**config.mk**
```make
export PLATFORM = sky130hd
export DESIGN_NAME = ps2_key_decoder
export DESIGN_NICKNAME = d
export VERILOG_FILES = /design/src/rtl/ps2_key_decoder.sv
export SDC_FILE = /design/constraint.sdc
export NUM_CORES = 1
export LEC_CHECK = 0
export ABC_CLOCK_PERIOD_IN_PS = 5700
export BUFFER_PORTS_ARGS = -buffer_cell sky130_fd_sc_hd__buf_2
export CORE_MARGIN = 4
export CORE_UTILIZATION = 60
export DETAILED_ROUTE_END_ITERATION = 16
export GPL_ROUTABILITY_DRIVEN = 0
export PLACE_DENSITY = 0.83
export SLEW_MARGIN = 20
export SYNTH_ARGS = -nofsm -noshare
export SYNTH_HDL_FRONTEND = slang
export SYNTH_SLANG_ARGS = --single-unit
```
**constraint.sdc**
```tcl
create_clock -name clk -period 5.7 [get_ports clk]
set_input_delay 1.14 -clock clk [delete_from_list [all_inputs] [get_ports clk]]
set_output_delay 1.14 -clock clk [all_outputs]
set_load 0.005 [all_outputs]
```
**src/rtl/ps2_key_decoder.sv**
```systemverilog
// rtl/ps2_key_decoder.sv - PS/2 scan-code decoder: make/break/extended tracking, ASCII, press count, 7-seg display
//
// Ports:
//   clk          system clock
//   resetn       asynchronous reset, active-high
//   code_valid   one-cycle strobe, code_data holds a checked scan-code byte
//   code_data    received scan-code byte
//   key_pressed  a key is currently held
//   key_ext      held key was E0-prefixed
//   cur_code     scan code of held/last key
//   cur_ascii    ASCII of cur_code, 0x00 if unmapped or extended
//   press_count  number of distinct presses, wraps
//   hex0..hex5   active-low segments {dp,g,f,e,d,c,b,a}
module ps2_key_decoder #(
   parameter int TIMEOUT_CYC = 2000000,
   parameter int CNT_W       = 8
) (
   input  logic             clk,
   input  logic             resetn,
   input  logic             code_valid,
   input  logic [7:0]       code_data,
   output logic             key_pressed,
   output logic             key_ext,
   output logic [7:0]       cur_code,
   output logic [7:0]       cur_ascii,
   output logic [CNT_W-1:0] press_count,
   output logic [7:0]       hex0,
   output logic [7:0]       hex1,
   output logic [7:0]       hex2,
   output logic [7:0]       hex3,
   output logic [7:0]       hex4,
   output logic [7:0]       hex5
);

   localparam int            TW      = $clog2(TIMEOUT_CYC);
   localparam logic [TW-1:0] TO_LAST = TW'(TIMEOUT_CYC - 1);

   typedef enum logic [1:0] {
      IDLE    = 2'd0,
      EXT     = 2'd1,
      BRK     = 2'd2,
      EXT_BRK = 2'd3
   } state_t;

   state_t             state, state_nxt;
   logic [TW-1:0]      to_cnt, to_cnt_nxt;
   logic               kp_nxt, ext_nxt;
   logic [7:0]         code_nxt, ascii_nxt;
   logic [CNT_W-1:0]   cnt_nxt;

   function automatic logic [7:0] ascii_of(input logic [7:0] sc);
      case (sc)
         8'h1C: ascii_of = 8'h61;  8'h32: ascii_of = 8'h62;
         8'h21: ascii_of = 8'h63;  8'h23: ascii_of = 8'h64;
         8'h24: ascii_of = 8'h65;  8'h2B: ascii_of = 8'h66;
         8'h34: ascii_of = 8'h67;  8'h33: ascii_of = 8'h68;
         8'h43: ascii_of = 8'h69;  8'h3B: ascii_of = 8'h6A;
         8'h42: ascii_of = 8'h6B;  8'h4B: ascii_of = 8'h6C;
         8'h3A: ascii_of = 8'h6D;  8'h31: ascii_of = 8'h6E;
         8'h44: ascii_of = 8'h6F;  8'h4D: ascii_of = 8'h70;
         8'h15: ascii_of = 8'h71;  8'h2D: ascii_of = 8'h72;
         8'h1B: ascii_of = 8'h73;  8'h2C: ascii_of = 8'h74;
         8'h3C: ascii_of = 8'h75;  8'h2A: ascii_of = 8'h76;
         8'h1D: ascii_of = 8'h77;  8'h22: ascii_of = 8'h78;
         8'h35: ascii_of = 8'h79;  8'h1A: ascii_of = 8'h7A;
         8'h45: ascii_of = 8'h30;  8'h16: ascii_of = 8'h31;
         8'h1E: ascii_of = 8'h32;  8'h26: ascii_of = 8'h33;
         8'h25: ascii_of = 8'h34;  8'h2E: ascii_of = 8'h35;
         8'h36: ascii_of = 8'h36;  8'h3D: ascii_of = 8'h37;
         8'h3E: ascii_of = 8'h38;  8'h46: ascii_of = 8'h39;
         8'h29: ascii_of = 8'h20;  8'h5A: ascii_of = 8'h0D;
         default: ascii_of = 8'h00;
      endcase
   endfunction

   function automatic logic [7:0] seg7(input logic [3:0] n);
      case (n)
         4'h0: seg7 = 8'hC0;  4'h1: seg7 = 8'hF9;
         4'h2: seg7 = 8'hA4;  4'h3: seg7 = 8'hB0;
         4'h4: seg7 = 8'h99;  4'h5: seg7 = 8'h92;
         4'h6: seg7 = 8'h82;  4'h7: seg7 = 8'hF8;
         4'h8: seg7 = 8'h80;  4'h9: seg7 = 8'h90;
         4'hA: seg7 = 8'h88;  4'hB: seg7 = 8'h83;
         4'hC: seg7 = 8'hC6;  4'hD: seg7 = 8'hA1;
         4'hE: seg7 = 8'h86;  default: seg7 = 8'h8E;
      endcase
   endfunction

   // A make is a new press unless it repeats the key already held
   // (same code, same extended flag): that is keyboard typematic.
   logic new_plain, new_ext;
   assign new_plain = !key_pressed || (code_data != cur_code) ||  key_ext;
   assign new_ext   = !key_pressed || (code_data != cur_code) || !key_ext;

   always_comb begin
      state_nxt  = state;
      to_cnt_nxt = to_cnt;
      kp_nxt     = key_pressed;
      ext_nxt    = key_ext;
      code_nxt   = cur_code;
      ascii_nxt  = cur_ascii;
      cnt_nxt    = press_count;
      if (code_valid) begin
         // A byte always wins over a timeout landing on the same edge.
         to_cnt_nxt = '0;
         case (state)
            IDLE: begin
               if (code_data == 8'hE0)      state_nxt = EXT;
               else if (code_data == 8'hF0) state_nxt = BRK;
               else if (new_plain) begin
                  code_nxt  = code_data;
                  ext_nxt   = 1'b0;
                  ascii_nxt = ascii_of(code_data);
                  kp_nxt    = 1'b1;
                  cnt_nxt   = press_count + 1'b1;
               end
            end
            EXT: begin
               if (code_data == 8'hF0)      state_nxt = EXT_BRK;
               else if (code_data == 8'hE0) state_nxt = EXT;
               else begin
                  state_nxt = IDLE;
                  if (new_ext) begin
                     code_nxt  = code_data;
                     ext_nxt   = 1'b1;
                     ascii_nxt = 8'h00;
                     kp_nxt    = 1'b1;
                     cnt_nxt   = press_count + 1'b1;
                  end
               end
            end
            BRK: begin
               state_nxt = IDLE;
               if (key_pressed && !key_ext && code_data == cur_code)
                  kp_nxt = 1'b0;
            end
            default: begin
               state_nxt = IDLE;
               if (key_pressed && key_ext && code_data == cur_code)
                  kp_nxt = 1'b0;
            end
         endcase
      end else if (state != IDLE) begin
         // Abandon a prefix whose follow-up byte never came.
         if (to_cnt == TO_LAST) begin
            state_nxt  = IDLE;
            to_cnt_nxt = '0;
         end else begin
            to_cnt_nxt = to_cnt + 1'b1;
         end
      end
   end

   always_ff @(posedge clk or posedge resetn) begin
      if (resetn) begin
         state       <= IDLE;
         to_cnt      <= '0;
         key_pressed <= 1'b0;
         key_ext     <= 1'b0;
         cur_code    <= 8'h00;
         cur_ascii   <= 8'h00;
         press_count <= '0;
      end else begin
         state       <= state_nxt;
         to_cnt      <= to_cnt_nxt;
         key_pressed <= kp_nxt;
         key_ext     <= ext_nxt;
         cur_code    <= code_nxt;
         cur_ascii   <= ascii_nxt;
         press_count <= cnt_nxt;
      end
   end

   // Display is registered from the status registers, so it trails them by one edge.
   always_ff @(posedge clk or posedge resetn) begin
      if (resetn) begin
         hex0 <= 8'hFF;
         hex1 <= 8'hFF;
         hex2 <= 8'hFF;
         hex3 <= 8'hFF;
         hex4 <= 8'hC0;
         hex5 <= 8'hC0;
      end else begin
         hex0 <= key_pressed ? seg7(cur_code[3:0])  : 8'hFF;
         hex1 <= key_pressed ? seg7(cur_code[7:4])  : 8'hFF;
         hex2 <= key_pressed ? seg7(cur_ascii[3:0]) : 8'hFF;
         hex3 <= key_pressed ? seg7(cur_ascii[7:4]) : 8'hFF;
         hex4 <= seg7(press_count[3:0]);
         hex5 <= seg7(press_count[7:4]);
      end
   end

endmodule

```
==> results.yml, run 1 <==
status:
  outcome: "complete, no violations"
synthesis:
  synth_top_area_share_pct: 25.7
  synth_common_cells: "60 x dfrtp_1, 46 x nand2_1, 43 x ha_1"
  avgSynthCellArea_sq_um: 9.75
  syn_area_sq_um: 5850
  synth_adder_area_share_pct: 9.20
  synth_xor_xnor_area_share_pct: 4.17
  synth_cells: 600
  synth_most_common_cell: "dfrtp_1"
  synth_top_family_by_area: "simple AND/OR/NAND/NOR gates"
  synth_compound_area_share_pct: 15.9
  ys_seq_area_share_pct: 39.1
  ys_async_sr_fraction_pct: 100
  yosysUniqueCellTypes: 74
  yosysWarnings: 0
  muxShareOfSynthArea_pct: 9.17
  synthFlopType: "dfrtp_1"
  synth_top_cell_by_area: "dfrtp_1"
  synth-simple-area-share_pct: 16.5
  postSynthRegisterBits: 90
  synth_area_leaders: "dfrtp_1 26%, dfstp_2 13%, ha_1 9.2%, mux2i_1 4.1%, o21ai_0 3.3%"
  synth_edf_count: 0
detailed_routing:
  firstDrtPassIters: 5
  vias: 4761
  highest-signal-layer: "met4"
  met3_length_um: 993
  antenna_left: 0
  drc: 0
  drt-met1-wl_um: 5760
  wl_per_cell_um: 17.4
  wirelength_um: 13600
  dr_wl_met2_um: 6570
  viasPerCell: 6.07
  first_iter_violations: 367
floorplanning:
  io-pin-count: 85
  die_area_sq_um: 11400
  core_area_sq_um: 9370
  row_count: 35
  fp.dieH_um: 107
  start_util_pct: 62.4
  die_x_um: 107
timing:
  hold_viol: 0
  post-route-min-period_ns: 3.30
  rsz0062_at_grt: "no"
  finalSetupViolCount: 0
  setup-tns-final_ns: 0
  fin_hold_ws_ns: 0.535
  slew-limit-headroom_pct: 41.9
  worst_slew_pin_slew_ns: 0.870
  period_share_pct: 57.9
  slew_violations: 0
  fmax_mhz: 303
  fin_skew_ns: 0.0110
cells_and_area:
  drive_gt1_share_pct: 24.6
  fillers: 726
  regArea_sq_um: 2290
  antennaDiodeCount: 0
  area_growth_pct: 9.90
  multi_input_area_sq_um: 3240
  layout.nets: 704
clock_tree:
  clk_pin_slew_ns: 0.09
  clk_path_buf_depth: 2
  cts_hold_buffers: 0
  cts_sinks: 90
  cts_resized: 0
  root_buffer: "clkbuf_8"
  cts_setup_buffers: 0
  insertion_delay_ns: 0.36
  cts_made_buffers: 9
  tritoncts: "yes"
  cts_max_level: 3
critical_path:
  setup.worst_path.end_class: "flip-flop"
  worstPathRequired_ns: 5.95
  crit_buf_inv: 2
  worstPathCellList: "buf_2 > inv_1 > ha_1 > nand2b_4 > o41ai_4 > nor2_2 > mux2_4"
  crit_fanout: 17
  start_kind: "input pin"
  crit_type: "in -> reg"
  crit_slowest_cell: "o41ai_4"
  worstPathArrival_ns: 3.55
  max_stage_delay_ns: 0.74
  cp_top_family: "compound AO/OA/AOI/OAI gates"
grt:
  antenna_found_initial: 0
  overflow: 0
  grt_pass1_wl_um: 22500
  grt.total_usage_pct: 24.3
  grt_max_degree: 54
  grt_pass1_vias: 4594
placed_design:
  io_buffer_count: 77
  dp_hpwl_um: 9590
run:
  maxCapViolations: 0
hold_path:
  hold_path_class: "reg -> reg"
power_and_ir_drop:
  power_leakage_uw: 0.00296
  ir_drop_v: 0.000181
  power_density_nw_per_um2: 323
==> cell families (layout without fill, tap and decap cells) <==
family	Yosys count	after routing
adder cells (fa/ha/maj)	43	43
flip-flops	90	90
AO/OA/AOI/OAI	132	132
other	2	7
multiplexers	44	44
XOR/XNOR	27	27
buffers and inverters	77	127
AND/OR/NAND/NOR	185	185
==> worst register-to-register path: stages, from the launching register on <==
cell	delay, ns
dfrtp_1	0.76
inv_1	0.50
nor4_4	0.75
nor2_2	0.35
mux2_4	0.38
==> report_power, final <==
part | switching, uW | internal [uW]
sequential | 157 | 779
combinational | 333 | 318
clock | 241 | 250
total | 732 | 1350
==> stage by stage <==
step / worst slack, ns / util [%] / total power, uW / area, sq um / std cells
floorplan: 2.27 / - / 1360 / 5870 / 605
global placement: 2.16 / 66.2 / 1550 / 6210 / 768
detailed placement: 2.08 / 66.2 / 1600 / 6210 / 768
CTS: 2.46 / 68.6 / 2090 / 6430 / 784
global route: 2.25 / 68.6 / 2200 / 6430 / 784
finish: 2.40 / 68.6 / 2080 / 6430 / 784
==> layout make-up <==
cell class,count,share of cell area (%)
multi-input combinational,438,50.4
sequential,90,35.6
timing repair buffer,78,6.11
tap,129,2.51
inverter,33,1.95
clock buffer,9,1.93
clock inverter,7,1.54
==> final timing paths <==
check | start | to | slack, ns | depth (start not counted)
min in group asynchronous | resetn | to_cnt[12] | 0.83 | 2
max reg2reg | key_pressed | cur_ascii[1] | 2.83 | 4
max in group asynchronous | resetn | press_count[7] | 3.82 | 3
min reg2reg | to_cnt[20] | to_cnt[20] | 0.53 | 1
max | code_data[1] | cur_ascii[1] | 2.40 | 7
min | to_cnt[20] | to_cnt[20] | 0.53 | 1
==> placed cells by master, fill, tap and decap left out, types with 3 or more instances in the layout <==
master and count:
buf_2 77, dfrtp_1 60, nand2_1 46, ha_1 43, nor2_1 42, o21ai_0 38
inv_1 31, dfstp_2 30, mux2i_1 24, nor3_1 14, xor2_1 14, o211ai_1 14
nand3_1 13, nand2b_1 13, a31oi_1 13, xnor2_1 12, a21oi_1 12, mux2_2 11
a22o_1 10, nand4_1 9, nor2b_1 9, clkbuf_8 9, conb_1 7, or3_1 5
o311ai_0 5, or2_2 5, mux4_2 5, nor4b_1 4, and2_1 4, mux2_4 4
nor3b_1 3, a211o_1 3, a221o_1 3, and3_1 3
==> sequential cells by signal (all words and copies together) (netlist names) <==
register	flops
hex5	7
press_count	8
hex0	7
to_cnt	21
key_ext	1
hex4	7
state	2
key_pressed	1
cur_ascii	7
hex2	7
hex3	7
cur_code	8
hex1	7
==> routing by layer <==
metal / global-route usage [%] / up-vias
met5: 0 / -
li1: - / 2213
met4: 9.50 / 0
met3: 4.03 / 29
met2: 38.8 / 210
met1: 33.3 / 2309
Note: power is estimated with default switching activity, not from simulation.
==> run 2: changes to the inputs <==
- ABC_AREA: not set -> 1
- ABC_CLOCK_PERIOD_IN_PS: 5700 -> 3160
- CORE_UTILIZATION: 60 -> 58
- PLACE_DENSITY: 0.83 -> 0.81
- clock period: 5.7 -> 3.16 ns (I/O delays scaled with it)
==> run 2 against run 1 <==
Against the previous run:
- register-to-register slack worse by 2.0 ns
- combinational power rose to 3.0 times the previous value
- cell count up 26%
- routed wire length down 2.9%
- die area up 2.9%
- setup slack worse by 1.6 ns
- flip-flop and latch count unchanged
- sequential power up 120%
- clock-buffer cell count up 1
- first-iteration DRC count up 46%
- non-clock buffer count up 1
- via count up 15%
==> results.yml, run 2 <==
clock_tree:
  cts_max_level: 3
  tritoncts: "yes"
  root_buffer: "clkbuf_8"
  cts_resized: 0
  insertion_delay_ns: 0.37
  clk_path_buf_depth: 2
  clk_pin_slew_ns: 0.09
  cts_sinks: 90
  cts_hold_buffers: 0
  cts_made_buffers: 9
  cts_setup_buffers: 0
power_and_ir_drop:
  p_sw_share_pct: 41.2
  p_int_uw: 2840
  ir_drop_v: 0.000410
  power.total_uw: 4820
  p_sw_uw: 1990
  power_leakage_uw: 0.00318
  p_comb_share_pct: 41.2
  pwr-share-clk_pct: 16.7
  power_density_nw_per_um2: 747
  seq_power_share_pct: 42.1
floorplanning:
  core_area_sq_um: 9770
  die_area_sq_um: 11700
  fp.dieH_um: 108
  row_count: 36
  io-pin-count: 85
  die_x_um: 108
  start_util_pct: 59.7
synthesis:
  postSynthRegisterBits: 90
  synth_common_cells: "228 x nand2_1, 72 x inv_1, 71 x o21ai_0"
  yosysWarnings: 0
  ys_seq_area_share_pct: 39.3
  synthFlopType: "dfrtp_1"
  synth_area_leaders: "dfrtp_1 26%, nand2_1 15%, dfstp_2 14%, ha_1 9.2%, o21ai_0 6.1%"
  syn_area_sq_um: 5830
  synth_cells: 783
  synth_top_cell_by_area: "dfrtp_1"
  ys_async_sr_fraction_pct: 100
  synth_top_area_share_pct: 25.7
  synth_most_common_cell: "nand2_1"
  avgSynthCellArea_sq_um: 7.45
  synth_edf_count: 0
  yosysUniqueCellTypes: 42
status:
  outcome: "complete, no violations"
grt:
  overflow: 0
  antenna_found_initial: 0
  grt_pass1_wl_um: 22200
  grt.total_usage_pct: 23.3
  grt_pass1_vias: 4892
  grt_max_degree: 91
placed_design:
  preCtsSetupSlack_ns: 0.537
  dp_hpwl_um: 9600
  io_buffer_count: 77
cells_and_area:
  reg_top3: "to_cnt (21), cur_code (8), press_count (8)"
  top_register: "to_cnt"
  layout.nets: 901
  area_growth_pct: 10.7
  antennaDiodeCount: 0
  final_common_cell: "nand2_1"
  largest_register_ffs: 21
  fillers: 854
  final_cell_mix: "228 x nand2_1, 77 x buf_2, 71 x inv_1, 71 x o21ai_0"
  drive_gt1_share_pct: 17.5
timing:
  slew_violations: 0
  fin_ws_ns: 0.812
  finalSetupViolCount: 0
  hold_viol: 0
  fin_skew_ns: 0.00993
  fmax_mhz: 426
  post-route-min-period_ns: 2.35
  period_share_pct: 74.3
  fin_hold_ws_ns: 0.356
  rsz0062_at_grt: "no"
  setup-tns-final_ns: 0
run:
  maxCapViolations: 0
critical_path:
  crit_type: "reg -> reg"
  crit_fanout: 36
  setup.worst_path.end_class: "flip-flop"
  start_kind: "flip-flop"
  worstPathRequired_ns: 3.41
  worstPathArrival_ns: 2.60
hold_path:
  hold_path_class: "in -> async"
detailed_routing:
  drc: 0
  firstDrtPassIters: 6
  first_iter_violations: 536
  wl_per_cell_um: 13.4
  vias: 5479
  antenna_left: 0
  wirelength_um: 13200
  viasPerCell: 5.56
-- run 2: cell count changes after synthesis, sizes merged, moves of 10 or more --
cell and change:
nand2 +183, nand3 +48, o21ai +41, xnor2 -10
a21oi +17, mux2i -24, mux2 -15, inv +48
nand2b -14, buf -11, nor2 +19
-- run 2: per-stage QoR --
| step | cells | instance area (sq um) | utilization, % |
|---|---|---|---|
| 3_3_place_gp | 969 | 6260 | 64.0 |
| 3_5_place_dp | 969 | 6260 | 64.0 |
| 2_1_floorplan | 788 | 5850 | - |
| 5_1_grt | 985 | 6460 | 66.1 |
| 4_1_cts | 985 | 6460 | 66.1 |
| 6_report | 985 | 6460 | 66.1 |
-- run 2: per-layer routing --
metal  GRT usage (%)  routed length, um  vias up
li1                -                  -     2655
met1            32.0               5790     2513
met2            36.5               6050      257
met3            3.64                979       54
met4            10.3                391        0
met5               0                  0        -
-- run 2: worst max-delay path: stages (launching register included) --
cell and delay (ns):
dfrtp_1 0.61, inv_1 0.16, nand2_1 0.09, nand2_1 0.06, nor2_1 0.12, nand2_1 0.08
nor2_2 0.19, nand3_1 0.17, nand3_4 0.34, inv_2 0.22, nand2_1 0.13, o21ai_2 0.05
-- run 2: layout make-up --
class | instances | area (sq um) | share of cell area [%]
clock buffer | 10 | 138 | 2.13
inverter | 83 | 315 | 4.88
tap | 133 | 166 | 2.58
sequential | 90 | 2290 | 35.5
timing repair buffer | 79 | 413 | 6.39
multi-input combinational | 584 | 3070 | 47.6
clock inverter | 6 | 63.8 | 0.988
-- run 2: logic make-up after synthesis --
| kind of cell | count (synthesis) | share of synthesized area (%) |
|---|---|---|
| other | 2 | 0.129 |
| AND/OR/NAND/NOR | 383 | 27.6 |
| buffers and inverters | 114 | 8.41 |
| XOR/XNOR | 14 | 2.10 |
| adder cells (fa/ha/maj) | 43 | 9.22 |
| flip-flops | 90 | 39.3 |
| AO/OA/AOI/OAI | 137 | 13.3 |
-- run 2: final timing paths --
path,start,end,slack (ns),cells past startpoint
worst min-delay path,resetn,to_cnt[9],0.36,3
worst max-delay path,cur_code[6],press_count[1],0.81,11
min in group clk,to_cnt[18],to_cnt[18],0.51,1
worst min register to register,to_cnt[18],to_cnt[18],0.51,1
max in group asynchronous,resetn,hex0[1],2.43,3
worst max register to register,cur_code[6],press_count[1],0.81,11
-- run 2: power by group through the flow --
stage,combinational (uW),clock (uW),sequential [uW]
6_report,1980,805,2030
3_3_place_gp,1910,0,2030
4_1_cts,1990,826,2030
5_1_grt,2260,877,2100
3_5_place_dp,1980,0,2050
2_1_floorplan,1360,0,1960
==> run 3: changes to the inputs <==
- ABC_AREA: 1 -> 0
- ABC_CLOCK_PERIOD_IN_PS: 3160 -> 2050
- CORE_UTILIZATION: 58 -> 53
- PLACE_DENSITY: 0.81 -> 0.78
- clock period: 3.16 -> 2.05 ns (I/O delays scaled with it)
==> run 3 against run 2 <==
Against the previous run:
- utilization down 2.8 points
- register-to-register slack got worse by 0.70 ns
- critical endpoint is now to_cnt[12]
- global-route usage decreased by 0.23 points
- cell count decreased by 14%
- first-iteration DRC count fell by 0.75%
- critical path depth decreased by 4
==> results.yml, run 3 (synthesized netlist as in run 1, its figures left out) <==
status:
  outcome: "complete, no violations"
power_and_ir_drop:
  power_density_nw_per_um2: 834
  power_leakage_uw: 0.00320
  ir_drop_v: 0.000397
placed_design:
  dp_hpwl_um: 10500
  io_buffer_count: 77
floorplanning:
  die_x_um: 113
  core_area_sq_um: 10800
  row_count: 38
  die_area_sq_um: 12800
  fp.dieH_um: 113
  start_util_pct: 54.0
  io-pin-count: 85
clock_tree:
  cts_setup_buffers: 0
  cts_made_buffers: 9
  root_buffer: "clkbuf_8"
  cts_max_level: 3
  tritoncts: "yes"
  clk_pin_slew_ns: 0.08
  clk_path_buf_depth: 2
  cts_sinks: 90
  insertion_delay_ns: 0.37
critical_path:
  rr_endpoint: "to_cnt[12]"
  rr_startpoint: "state[0]"
  worst-path-stages: 7
  cp_top_family: "compound AO/OA/AOI/OAI gates"
  worstPathRequired_ns: 2.29
  cp_common_cell: "buf_4"
  worstPathCellList: "buf_4 > o311ai_0 > nor3_1 > buf_4 > nand3_1 > xor2_1 > nor2_1"
  crit_type: "reg -> reg"
  setup.worst_path.end_class: "flip-flop"
  crit_buf_inv: 2
  regToRegSetupSlack_ns: 0.11
  r2r_cells: 7
  crit_slowest_cell: "o311ai_0"
  worstPathArrival_ns: 2.19
  crit_fanout: 5
  start_kind: "flip-flop"
  max_stage_delay_ns: 0.67
timing:
  hold_viol: 0
  finalSetupViolCount: 0
  worst_slew_pin_slew_ns: 0.742
  period_share_pct: 94.8
  slew_violations: 0
  rsz0062_at_grt: "no"
  fmax_mhz: 515
  fin_hold_ws_ns: 0.0951
  setup-tns-final_ns: 0
  slew-limit-headroom_pct: 49.9
  post-route-min-period_ns: 1.94
  fin_skew_ns: 0.0197
grt:
  grt_max_degree: 41
  grt_pass1_vias: 4954
  grt-busiest-layer: "met2"
  grt.total_usage_pct: 23.0
  antenna_found_initial: 0
  use_met3_pct: 4.28
  met2_usage_pct: 39.7
  overflow: 0
  grt_pass1_wl_um: 24100
  met1_usage_pct: 29.5
cells_and_area:
  reg_top3: "to_cnt (21), cur_code (8), press_count (8)"
  layout.nets: 756
  drive_gt1_share_pct: 30.1
  final_common_cell: "buf_2"
  utilization_pct: 63.2
  largest_register_ffs: 21
  final_cell_mix: "77 x buf_2, 60 x dfrtp_1, 51 x buf_4"
  top_register: "to_cnt"
  area_growth_pct: 17.2
  fillers: 896
  antennaDiodeCount: 0
detailed_routing:
  wl_per_cell_um: 17.0
  viasPerCell: 5.87
  antenna_left: 0
  vias: 4969
  wirelength_um: 14400
  drc: 0
  firstDrtPassIters: 6
  first_iter_violations: 532
hold_path:
  hold_path_class: "in -> async"
run:
  maxCapViolations: 0
==> run 3: cell count changes in the layout (fill, tap and decap cells not counted), moves of 11 or more <==
cell,previous run,this run
nand2_1,228,46
buf_4,1,51
nand3_1,59,13
inv_1,71,30
o21ai_0,71,38
mux2i_1,0,24
nor2_1,60,42
a21oi_1,29,12
nand2b_1,0,13
mux2_2,0,11
==> run 3: worst max path at each step <==
stage                      start      endpoint  slack (ns)
floorplan           code_data[0]  cur_ascii[3]        0.01
global placement    code_data[0]       key_ext       -0.15
detailed placement  code_data[0]   cur_code[7]       -0.19
CTS                    to_cnt[0]     to_cnt[0]        0.08
global route           to_cnt[0]     to_cnt[0]        0.03
finish                  state[0]    to_cnt[12]        0.11
==> run 3: worst register-to-register path, delay by kind of cell (launching register included) <==
kind | cells | cell delay (ns)
AO/OA/AOI/OAI | 1 | 0.67
flip-flops | 1 | 0.40
buffers and inverters | 2 | 0.35
AND/OR/NAND/NOR | 3 | 0.26
XOR/XNOR | 1 | 0.16
==> run 3: power breakdown <==
| group | leakage (uW) | internal, uW | switching (uW) |
|---|---|---|---|
| Clock | 0.0000909 | 600 | 612 |
| Sequential | 0.00109 | 2170 | 280 |
| Combinational | 0.00202 | 981 | 1070 |
==> run 3: final cells by class <==
class | count | area (sq um) | area share, %
multi-input combinational | 438 | 3260 | 47.6
inverter | 33 | 128 | 1.86
tap | 140 | 175 | 2.56
timing repair buffer | 130 | 808 | 11.8
clock inverter | 2 | 37.5 | 0.548
clock buffer | 14 | 153 | 2.23
sequential | 90 | 2290 | 33.4
==> run 3: stage by stage <==
stage	worst slack (ns)	total power, uW	cells	instance area [sq um]
floorplan	0.0128	3780	605	5890
global placement	-0.154	4430	831	6650
detailed placement	-0.194	4530	831	6650
CTS	0.0788	5760	847	6850
global route	0.0270	6130	847	6850
finish	0.107	5720	847	6850
==> run 3: timing repair <==
item                                    CTS  global route
resized for setup                         1             1
endpoints found under the setup margin    2             4
pin swaps                                 0             1
hold buffers                              0             0
==> run 3: metal layers <==
layer / share of wire [%] / wire length [um]
met1: 42 / 5980
met2: 50 / 7130
met3: 6.9 / 999
met4: 2.0 / 281
met5: 0 / 0
